[src/rtl/me_best_match_comparator.sv]
// Tracks the minimum PE distance and its motion vector over one NUM_CAND-candidate search.
// All outputs registered (1-cycle latency); no backpressure, CompStart low pauses acceptance.
module me_best_match_comparator #(
  parameter int DIST_W   = 8,
  parameter int VEC_W    = 4,
  parameter int NUM_PE   = 16,
  parameter int NUM_CAND = 256
) (
  input  logic                            clock,
  input  logic                            reset,
  input  logic                            CompStart,
  input  logic [NUM_PE-1:0]               PEready,
  input  logic [DIST_W-1:0]               PEout,
  input  logic [VEC_W-1:0]                VectorX,
  input  logic [VEC_W-1:0]                VectorY,
  output logic [DIST_W-1:0]               BestDist,
  output logic [VEC_W-1:0]                motionX,
  output logic [VEC_W-1:0]                motionY,
  output logic [$clog2(NUM_CAND+1)-1:0]   CandCount,
  output logic                            busy,
  output logic                            done,
  output logic                            protocol_err
);

  localparam int CNT_W = $clog2(NUM_CAND + 1);
  localparam logic [CNT_W-1:0]  CNT_ONE  = CNT_W'(1);
  localparam logic [CNT_W-1:0]  CNT_LAST = CNT_W'(NUM_CAND);
  localparam logic [NUM_PE-1:0] PE_ONE   = NUM_PE'(1);

  typedef enum logic [1:0] {S_IDLE, S_SEARCH, S_DONE} state_e;

  state_e             state_q, state_d;
  logic [DIST_W-1:0]  best_q, best_d;
  logic [VEC_W-1:0]   mx_q, mx_d, my_q, my_d;
  logic [CNT_W-1:0]   cnt_q, cnt_d;
  logic               busy_q, busy_d, done_q, done_d, perr_q, perr_d;
  logic               seen_low_q, seen_low_d;

  logic               start, qual, pe_any, pe_multi, accept, last;
  logic [DIST_W-1:0]  base_best;
  logic [CNT_W-1:0]   base_cnt;
  logic               base_perr;

  // A restart from DONE needs CompStart to have been low at least once in DONE.
  assign start    = CompStart && ((state_q == S_IDLE) || ((state_q == S_DONE) && seen_low_q));
  assign qual     = CompStart && ((state_q == S_SEARCH) || start);
  assign pe_any   = |PEready;
  assign pe_multi = |(PEready & (PEready - PE_ONE));
  assign accept   = qual && pe_any && !pe_multi;

  assign base_best = start ? {DIST_W{1'b1}} : best_q;
  assign base_cnt  = start ? '0 : cnt_q;
  assign base_perr = start ? 1'b0 : perr_q;
  assign last      = accept && ((base_cnt + CNT_ONE) == CNT_LAST);

  always_ff @(posedge clock) begin
    if (reset) begin
      state_q    <= S_IDLE;
      best_q     <= {DIST_W{1'b1}};
      mx_q       <= '0;
      my_q       <= '0;
      cnt_q      <= '0;
      busy_q     <= 1'b0;
      done_q     <= 1'b0;
      perr_q     <= 1'b0;
      seen_low_q <= 1'b0;
    end else begin
      state_q    <= state_d;
      best_q     <= best_d;
      mx_q       <= mx_d;
      my_q       <= my_d;
      cnt_q      <= cnt_d;
      busy_q     <= busy_d;
      done_q     <= done_d;
      perr_q     <= perr_d;
      seen_low_q <= seen_low_d;
    end
  end

  always_comb begin
    state_d = state_q;
    case (state_q)
      S_IDLE:   if (start) state_d = last ? S_DONE : S_SEARCH;
      S_SEARCH: if (last)  state_d = S_DONE;
      S_DONE:   if (start) state_d = last ? S_DONE : S_SEARCH;
      default:  state_d = S_IDLE;
    endcase
  end

  always_comb begin
    best_d = base_best;
    mx_d   = mx_q;
    my_d   = my_q;
    cnt_d  = base_cnt;
    perr_d = base_perr;
    if (accept) begin
      if (base_cnt != CNT_LAST) cnt_d = base_cnt + CNT_ONE;
      // Strict less-than keeps the earliest of tied candidates.
      if ((PEout < base_best) || (base_cnt == '0)) begin
        best_d = PEout;
        mx_d   = VectorX;
        my_d   = VectorY;
      end
    end
    if (qual && pe_multi) perr_d = 1'b1;
    busy_d     = (state_d == S_SEARCH);
    done_d     = (state_d == S_DONE);
    seen_low_d = ((state_q == S_DONE) && (state_d == S_DONE)) ? (seen_low_q | ~CompStart) : 1'b0;
  end

  assign BestDist     = best_q;
  assign motionX      = mx_q;
  assign motionY      = my_q;
  assign CandCount    = cnt_q;
  assign busy         = busy_q;
  assign done         = done_q;
  assign protocol_err = perr_q;

endmodule

[config.mk]
export PLATFORM = sky130hd
export DESIGN_NAME = me_best_match_comparator
export DESIGN_NICKNAME = d
export VERILOG_FILES = /design/src/rtl/me_best_match_comparator.sv
export SDC_FILE = /design/constraint.sdc
export NUM_CORES = 1
export LEC_CHECK = 0
export BUFFER_PORTS_ARGS = -buffer_cell sky130_fd_sc_hd__buf_2
export CORE_MARGIN = 5
export CORE_UTILIZATION = 51
export DETAILED_ROUTE_END_ITERATION = 10
export MAX_ROUTING_LAYER = met4
export PLACE_DENSITY = 0.91
export SLEW_MARGIN = 5
export SYNTH_ARGS = -nofsm -noshare
export SYNTH_HDL_FRONTEND = slang
export SYNTH_SLANG_ARGS = --single-unit
[constraint.sdc]
create_clock -name clock -period 3.6 [get_ports clock]
set_input_delay 0.72 -clock clock [delete_from_list [all_inputs] [get_ports clock]]
set_output_delay 0.72 -clock clock [all_outputs]
set_load 0.05 [all_outputs]
# == Yosys cells after proc, flatten, opt, wreduce, memory -nomap -nowiden ==
# Cells that the tools add are included.
# op_classes
bitwise,4
n_addsub,2
n_eq_ne,6
reduce_logical,20
n_mux,12
n_lt_le_gt_ge,1
# op_table
op,n
OR reduction 16 bit,2
two-way mux 9 bit,3
two-way mux 8 bit,3
AND 16 bit,1
"subtractor 16 x 1 -> 16 bit, second input constant",1
"adder 9 x 1 -> 9 bit, second input constant",1
"equality test 9 bit, second input constant",1
logical NOT 9 bit,1
"!= test 9 bit, second input constant",1
logical AND 1 bit,8
< comparator 8 bit,1
two-way mux 2 bit,3
"equality test 2 x 1 -> 1 bit, second input constant",2
"equality test 2 bit, second input constant",2
case mux 2 bit (2 select lines),1
OR reduction 2 bit,2
logical OR 1 bit,3
logical NOT 2 bit,1
two-way mux 1 bit,2
inverter 1 bit,2
AND reduction 2 bit,1
nonzero test 2 bit,1
logical NOT 1 bit,1
bitwise OR 1 bit,1
# totals
input_bits,35
ff_bits,31
output_inout_bits,28
word_cells,54

# == Longest topological paths before layout ==
# Gate-level depths: netlist of the first run.
# depth
word_depth,16
ltp_mapped,14
ltp_nobuf,11

# == Least setup slack after synthesis of the first run ==
# No wires, ideal clock.
# synth_path
path_kind,input-to-reg
startpoint,input port CompStart
endpoint,register best_q[7] (netlist: BestDist[7])
t_arrival_ns,3.262
slack_ns,0.266
n_path_buf,4
cell_stages,13
required_time_ns,3.528
setup_ns,0.072
cell_sequence,nor2b_1 > and2_1 > clkbuf_1 > clkbuf_1 > nor2_1 > ha_1 > a21o_1 > a2111oi_0 > a221oi_1 > and2b_1 > buf_6 > buf_12 > mux2i_1
# synth_via
elab_chain_cells,6
elab_cells_between_ends,12
cone_classes,order compare: 1; mux: 4; reduce/logical: 7
# synth_rtl
item,line_no,rtl
"start, declared",11,"input logic CompStart,"
logical AND 1 bit,45,assign start = CompStart && ((state_q == S_IDLE) || ((state_q == S_DONE) && seen_low_q));
two-way mux 8 bit (tied with other cells),51,assign base_best = start ? {DIST_W{1'b1}} : best_q;
< comparator 8 bit (tied with other cells),99,if ((PEout < base_best) || (base_cnt == '0)) begin
logical OR 1 bit or logical AND 1 bit (tied branches),"99, 49",
two-way mux 8 bit or logical AND 1 bit (tied branches),"99, 49",
two-way mux 8 bit (*),96,if (accept) begin
"end signal, assigned",59,best_q <= {DIST_W{1'b1}};
"end signal, assigned",69,best_q <= best_d;
"end, declared",33,"logic [DIST_W-1:0] best_q, best_d;"
# Every way passes the cells marked *; elsewhere a longest branch is shown, timed or not.
# A chain may end at the register's enable or synchronous reset.

# == Worst setup path after layout of the first run ==
# layout_path
startpoint,input port CompStart
endpoint,register my_q[2] (netlist: motionY[2])
# layout_via
elab_chain_cells,6
elab_cells_between_ends,11
cone_classes,order compare: 1; mux: 2; reduce/logical: 8
# layout_rtl
item,line_no,rtl
branches (longest 5 deep; another with < comparator 8 bit),-,
AND reduction 2 bit (no source line) (*),-,
"end signal, assigned",71,my_q <= my_d;
"end, declared",34,"logic [VEC_W-1:0] mx_q, mx_d, my_q, my_d;"
# Every way passes the cells marked *.

==> impl_metrics.json, run 1 <==
{
  "outcome": "completed",
  "drc": 0,
  "crit_type": "in -> reg",
  "synthArstFlopShare": 0,
  "cts_inserted_buffers": 5,
  "die_w_um": 72.18,
  "fillCellCount": 319,
  "pre_cts_ws_ps": 308.3,
  "drt_iter0_markers": 76,
  "syn_inst": 239,
  "ant_nets": 0,
  "skew_ps": 8.379,
  "root_buffer": "clkbuf_8",
  "clock_path_buffers": 2,
  "via_count": 1944,
  "synthDistinctLibCells": 49,
  "fmax_mhz": 334.1,
  "clk_latency_ps": 290,
  "tightest_slew_ps": 602.7,
  "worst_slack_ps": 606.7,
  "initial_core_util": 0.5306,
  "routed_via_density": 5.570,
  "fin_tns_setup_ps": 0,
  "post-route-min-period_ps": 2993,
  "synthDominantCellAreaShare": 0.3147,
  "slew_headroom": 0.5982,
  "avgSynthCellArea_um2": 8.251,
  "antenna_found_initial": 0,
  "clock-sinks": 31,
  "path_max_fanout": 12,
  "max_cap_viol_count": 0,
  "synthesis.area_mm2": 0.001972,
  "pin_count": 63,
  "rsz0062_at_grt": "false",
  "grt_pass1_wl_um": 7645,
  "post_cts_buffers": 0,
  "synth_area_leaders": "dfxtp_1, mux2i_1, ha_1",
  "drv_slew": 0,
  "area_growth_pct": 20.88,
  "p_leak_nw": 1.004,
  "place.port_buffers": 62,
  "finalNetCount": 345,
  "h-tree-depth": 2,
  "setup_viol": 0,
  "core_area_mm2": 0.003716,
  "routedWlPerCell_um": 13.12,
  "synth-seq-area-share": 0.3147,
  "worstPathRequired_ps": 3820,
  "endpoint_kind": "flop",
  "dr.pass1.iters": 4,
  "synth_top_cell_by_area": "dfxtp_1",
  "synth_ff_type": "dfxtp_1",
  "start_kind": "input pin",
  "hold_viol_final": 0,
  "worstHoldPathType": "reg -> reg",
  "worstPathArrival_ps": 3220,
  "worst_ir_drop_vdd_mv": 0.2570,
  "post_cts_resized": 0,
  "synth_seq_cells": 31,
  "grt_max_degree": 43,
  "grt-ovfl-total": 0,
  "synth_nets": 284,
  "cts_tree": "done",
  "fin_crit_sh": 0.8315,
  "die_area_mm2": 0.005210,
  "synth_edf_count": 0,
  "yosysWarnings": 0,
  "hpwl_um": 3594,
  "diodes": 0,
  "drive_gt1_frac": 0.2558,
  "p_per_area_mw_per_mm2": 291.9,
  "dieHeight_um": 72.18,
  "place.gp.congestion": 0.9345,
  "routed_wl_um": 4579,
  "clk_pin_slew_worst_paths_ps": 70,
  "track_usage": 0.1871,
  "num_rows": 22,
  "grt_pass1_vias": 1791,
  "ctsHoldBuffers": 0
}
## cell type report
cell class	count	area, µm²	area share
Clock inverter	2	12.51	0.005249
Clock buffer	6	72.57	0.03045
Inverter	8	30.03	0.01260
Tap cell	48	60.06	0.02520
Multi-Input combinational cell	188	1247	0.5234
Sequential cell	31	620.6	0.2604
Timing Repair Buffer	66	340.3	0.1428
## critical path, stage by stage
cell,delay (ps)
buf_2,100
nor2b_1,270
and2_1,420
nor2_1,80
ha_1,290
a21o_1,150
a2111oi_0,390
a221oi_1,150
and2b_1,230
buf_4,210
mux2i_1,200
## registers in the layout, summed over array words and instances, names as in the netlist
register      count
busy              1
motionY           4
state_q           2
protocol_err      1
done              1
motionX           4
CandCount         9
BestDist          8
seen_low_q        1
## power breakdown
part / internal (mW) / switching, mW / leakage [nW]
Combinational: 0.0348 / 0.0483 / 0.712
Sequential: 0.346 / 0.00161 / 0.251
Clock: 0.135 / 0.131 / 0.0412
Total: 0.515 / 0.181 / 1.00
## logic make-up after synthesis
| kind of cell | synth area share |
|---|---|
| DFF | 0.3147 |
| xor gates and xnor gates | 0.004442 |
| muxes | 0.09264 |
| buffers and inverters | 0.05267 |
| adders and majority gates | 0.07360 |
| AOI/OAI and AO/OA | 0.1694 |
| and+or+nand+nor | 0.2925 |
## stage by stage
step | hold slack, ps | utilization | std cells | instance area, µm² | power [mW]
final | 475.3 | 0.6414 | 349 | 2384 | 0.6959
after global routing | 498.9 | 0.6414 | 349 | 2384 | 0.7260
after CTS | 478.0 | 0.6414 | 349 | 2384 | 0.7012
after detailed placement | 466.7 | 0.6185 | 341 | 2298 | 0.4372
after global placement | 457.6 | 0.6185 | 341 | 2298 | 0.4355
after floorplan | 449.9 | - | 239 | 1972 | 0.4006
## synthesized netlist by cell type (5+ instances only)
master / number
dfxtp_1: 31
nor2_1: 23
nand2b_1: 20
mux2i_1: 16
a21oi_1: 15
nor3_1: 14
ha_1: 10
nand2_1: 10
nand3_1: 9
clkbuf_1: 8
inv_1: 8
o21ai_0: 7
or3_1: 7
nand4_1: 5
## placed cells by master (no fill, tap or decap), drive strengths merged, types with 4 or more instances in the layout
| cell | n |
|---|---|
| dfxtp | 31 |
| nand3 | 9 |
| inv | 8 |
| or4 | 4 |
| nor2 | 23 |
| o21ai | 11 |
| a211oi | 4 |
| ha | 10 |
| clkbuf | 6 |
| mux2i | 16 |
| a21oi | 15 |
| nor3 | 14 |
| or3 | 7 |
| nand2b | 20 |
| nor4 | 4 |
| nand2 | 10 |
| and2 | 4 |
| nand4 | 5 |
| buf | 66 |
## path summary, 6_finish.rpt
path               from    endpoint  slack [ps]  cells after the start
min          motionX[2]  motionX[2]         480                      2
min reg2reg  motionX[2]  motionX[2]         480                      2
max           CompStart  motionY[2]         610                     11
max reg2reg  state_q[0]  motionY[2]         810                     10
## metal layers
layer / part of all wire / global-route usage
met1: 0.43 / 0.2147
met2: 0.50 / 0.3084
met3: 0.059 / 0.05817
met4: 0.010 / 0.06263
met5: 0 / -
Power figures use the tool's default switching activity.
==> inputs of run 2 (changes only) <==
==> constraint.sdc (replaced) <==
create_clock -name clock -period 3 [get_ports clock]
set_input_delay 0.6 -clock clock [delete_from_list [all_inputs] [get_ports clock]]
set_output_delay 0.6 -clock clock [all_outputs]
set_load 0.05 [all_outputs]
==> run 2 against run 1 <==
  * Utilization is 1.7 points higher
  * Hold slack worse by 3.6 ps
  * Power is 22% higher
  * First-iteration DRC count is 57% higher
  * Clock power is 23% higher
  * Critical path type unchanged
  * Sequential cell count stayed put
  * Combinational power is 27% higher
==> impl_metrics.json, run 2 (synthesis gave the netlist of run 1 again) <==
{
  "initial_core_util": 0.5306,
  "p_per_area_mw_per_mm2": 347.3,
  "hpwl_um": 3738,
  "pin_count": 63,
  "final_common_cell": "buf_2",
  "post_cts_buffers": 0,
  "min_from": "motionY[0]",
  "area_growth_pct": 24.11,
  "tightest_slew_ps": 614.0,
  "clk_latency_ps": 280,
  "worstPathRequired_ps": 3210,
  "fin_util": 0.6586,
  "fin_crit_sh": 0.9188,
  "dr_wl_met2_um": 2485,
  "clk_pin_slew_worst_paths_ps": 60,
  "hold_viol_final": 0,
  "path_cells": "buf_2, nor2b_2, and2_2, nor2_1, ha_1, a21o_1, a2111oi_0, a221oi_1, and2b_1, buf_12, mux2i_1",
  "path_max_fanout": 16,
  "finalNetCount": 351,
  "die_w_um": 72.18,
  "root_buffer": "clkbuf_8",
  "ant_nets": 0,
  "via_count": 2000,
  "routed_wl_um": 4917,
  "drc": 0,
  "routed_via_density": 5.650,
  "r2r_slack_ps": 310,
  "largest_register_ffs": 9,
  "core_area_mm2": 0.003716,
  "final_cell_mix": "buf_2, dfxtp_1, nor2_1",
  "skew_ps": 3.274,
  "worst_r2r_endpoint": "BestDist[5]",
  "worstHoldPathType": "reg -> reg",
  "start_kind": "input pin",
  "crit_type": "in -> reg",
  "h-tree-depth": 2,
  "drive_gt1_frac": 0.2778,
  "holdWs_ps": 471.7,
  "drt_iter0_markers": 119,
  "antenna_found_initial": 0,
  "fillCellCount": 322,
  "cts_inserted_buffers": 5,
  "setup_viol": 0,
  "place.port_buffers": 62,
  "power.total_mw": 0.8500,
  "cp_slowest_cell": "a2111oi_0",
  "p_leak_nw": 1.043,
  "reg2regPathDepth": 10,
  "max_cap_viol_count": 0,
  "cpPeakStageDelay_ps": 400,
  "diodes": 0,
  "endpoint_kind": "flop",
  "drv_slew": 0,
  "worstPathArrival_ps": 2960,
  "holdPathEnd": "motionY[0]",
  "routedWlPerCell_um": 13.89,
  "grt_max_degree": 43,
  "outcome": "completed",
  "clock_path_buffers": 2,
  "clock-sinks": 31,
  "grt_pass1_vias": 1853,
  "place.gp.congestion": 0.8824,
  "fmax_mhz": 362.8,
  "grt-ovfl-total": 0,
  "rsz0062_at_grt": "false",
  "dieHeight_um": 72.18,
  "wl_met1_um": 2085,
  "dr.pass1.iters": 4,
  "grt_pass1_wl_um": 8190,
  "reg2reg_from": "state_q[1]",
  "slew_headroom": 0.5906,
  "track_usage": 0.2035,
  "routed-wl-met3_um": 336,
  "holdPathStages": 2,
  "num_rows": 22,
  "cts_tree": "done",
  "highest_layer": "met4",
  "die_area_mm2": 0.005210,
  "worst_ir_drop_vdd_mv": 0.2598,
  "post-route-min-period_ps": 2756
}
run 2: cell count changes in the layout (fill, tap and decap cells not counted), sizes merged:
| cell | change |
|---|---|
| buf | +6 |
| clkinvlp | -1 |
run 2: layout make-up:
type,count,area [µm²],share of cell area
inverters,8,30.03,0.01227
flip-flops and latches,31,620.6,0.2536
well taps,48,60.06,0.02454
multi-input cells,188,1251,0.5112
clock inverters,1,5.005,0.002045
repair buffers,72,397.9,0.1626
clock buffers,6,82.58,0.03374
run 2: metrics by stage:
step                TNS [ps]  instance area, µm²  std cells  setup slack, ps
finish                     0                2447        354            243.5
global route               0                2447        354            100.3
CTS                        0                2446        354            139.2
detailed placement    -908.4                2359        347           -78.22
global placement           0                2359        347            65.05
floorplan                  0                1977        239            27.56
run 2: how the worst max path moves through the flow:
stage / cells past startpoint / from / end
after floorplan: 13 / CompStart / BestDist[7]
final: 11 / CompStart / BestDist[5]
after global routing: 10 / state_q[1] / BestDist[5]
after global placement: 12 / CompStart / BestDist[6]
after CTS: 11 / CompStart / motionX[1]
after detailed placement: 12 / CompStart / motionX[1]
run 2: power breakdown:
| part | switching (mW) | internal (mW) |
|---|---|---|
| clock | 0.148 | 0.180 |
| combinational | 0.0602 | 0.0450 |
| sequential | 0.00213 | 0.415 |
run 2: metal layers:
layer | global-route usage | up-vias
met3 | 0.06094 | 2
met1 | 0.2456 | 926
met5 | - | -
met2 | 0.3306 | 65
met4 | 0.05219 | 0
li1 | - | 1007
run 2: repair_timing:
action                                  CTS  global route
endpoints found under the setup margin    0             1
endpoints found under the hold margin     0             0
resized for setup                         0             1
hold buffers                              0             0
run 2: critical path: cells and delay by family:
family                   cells  cell delay, ps
multiplexers                 1             200
AND/OR/NAND/NOR              4             830
adder cells (fa/ha/maj)      1             310
buffers and inverters        2             290
AO/OA/AOI/OAI                3             720
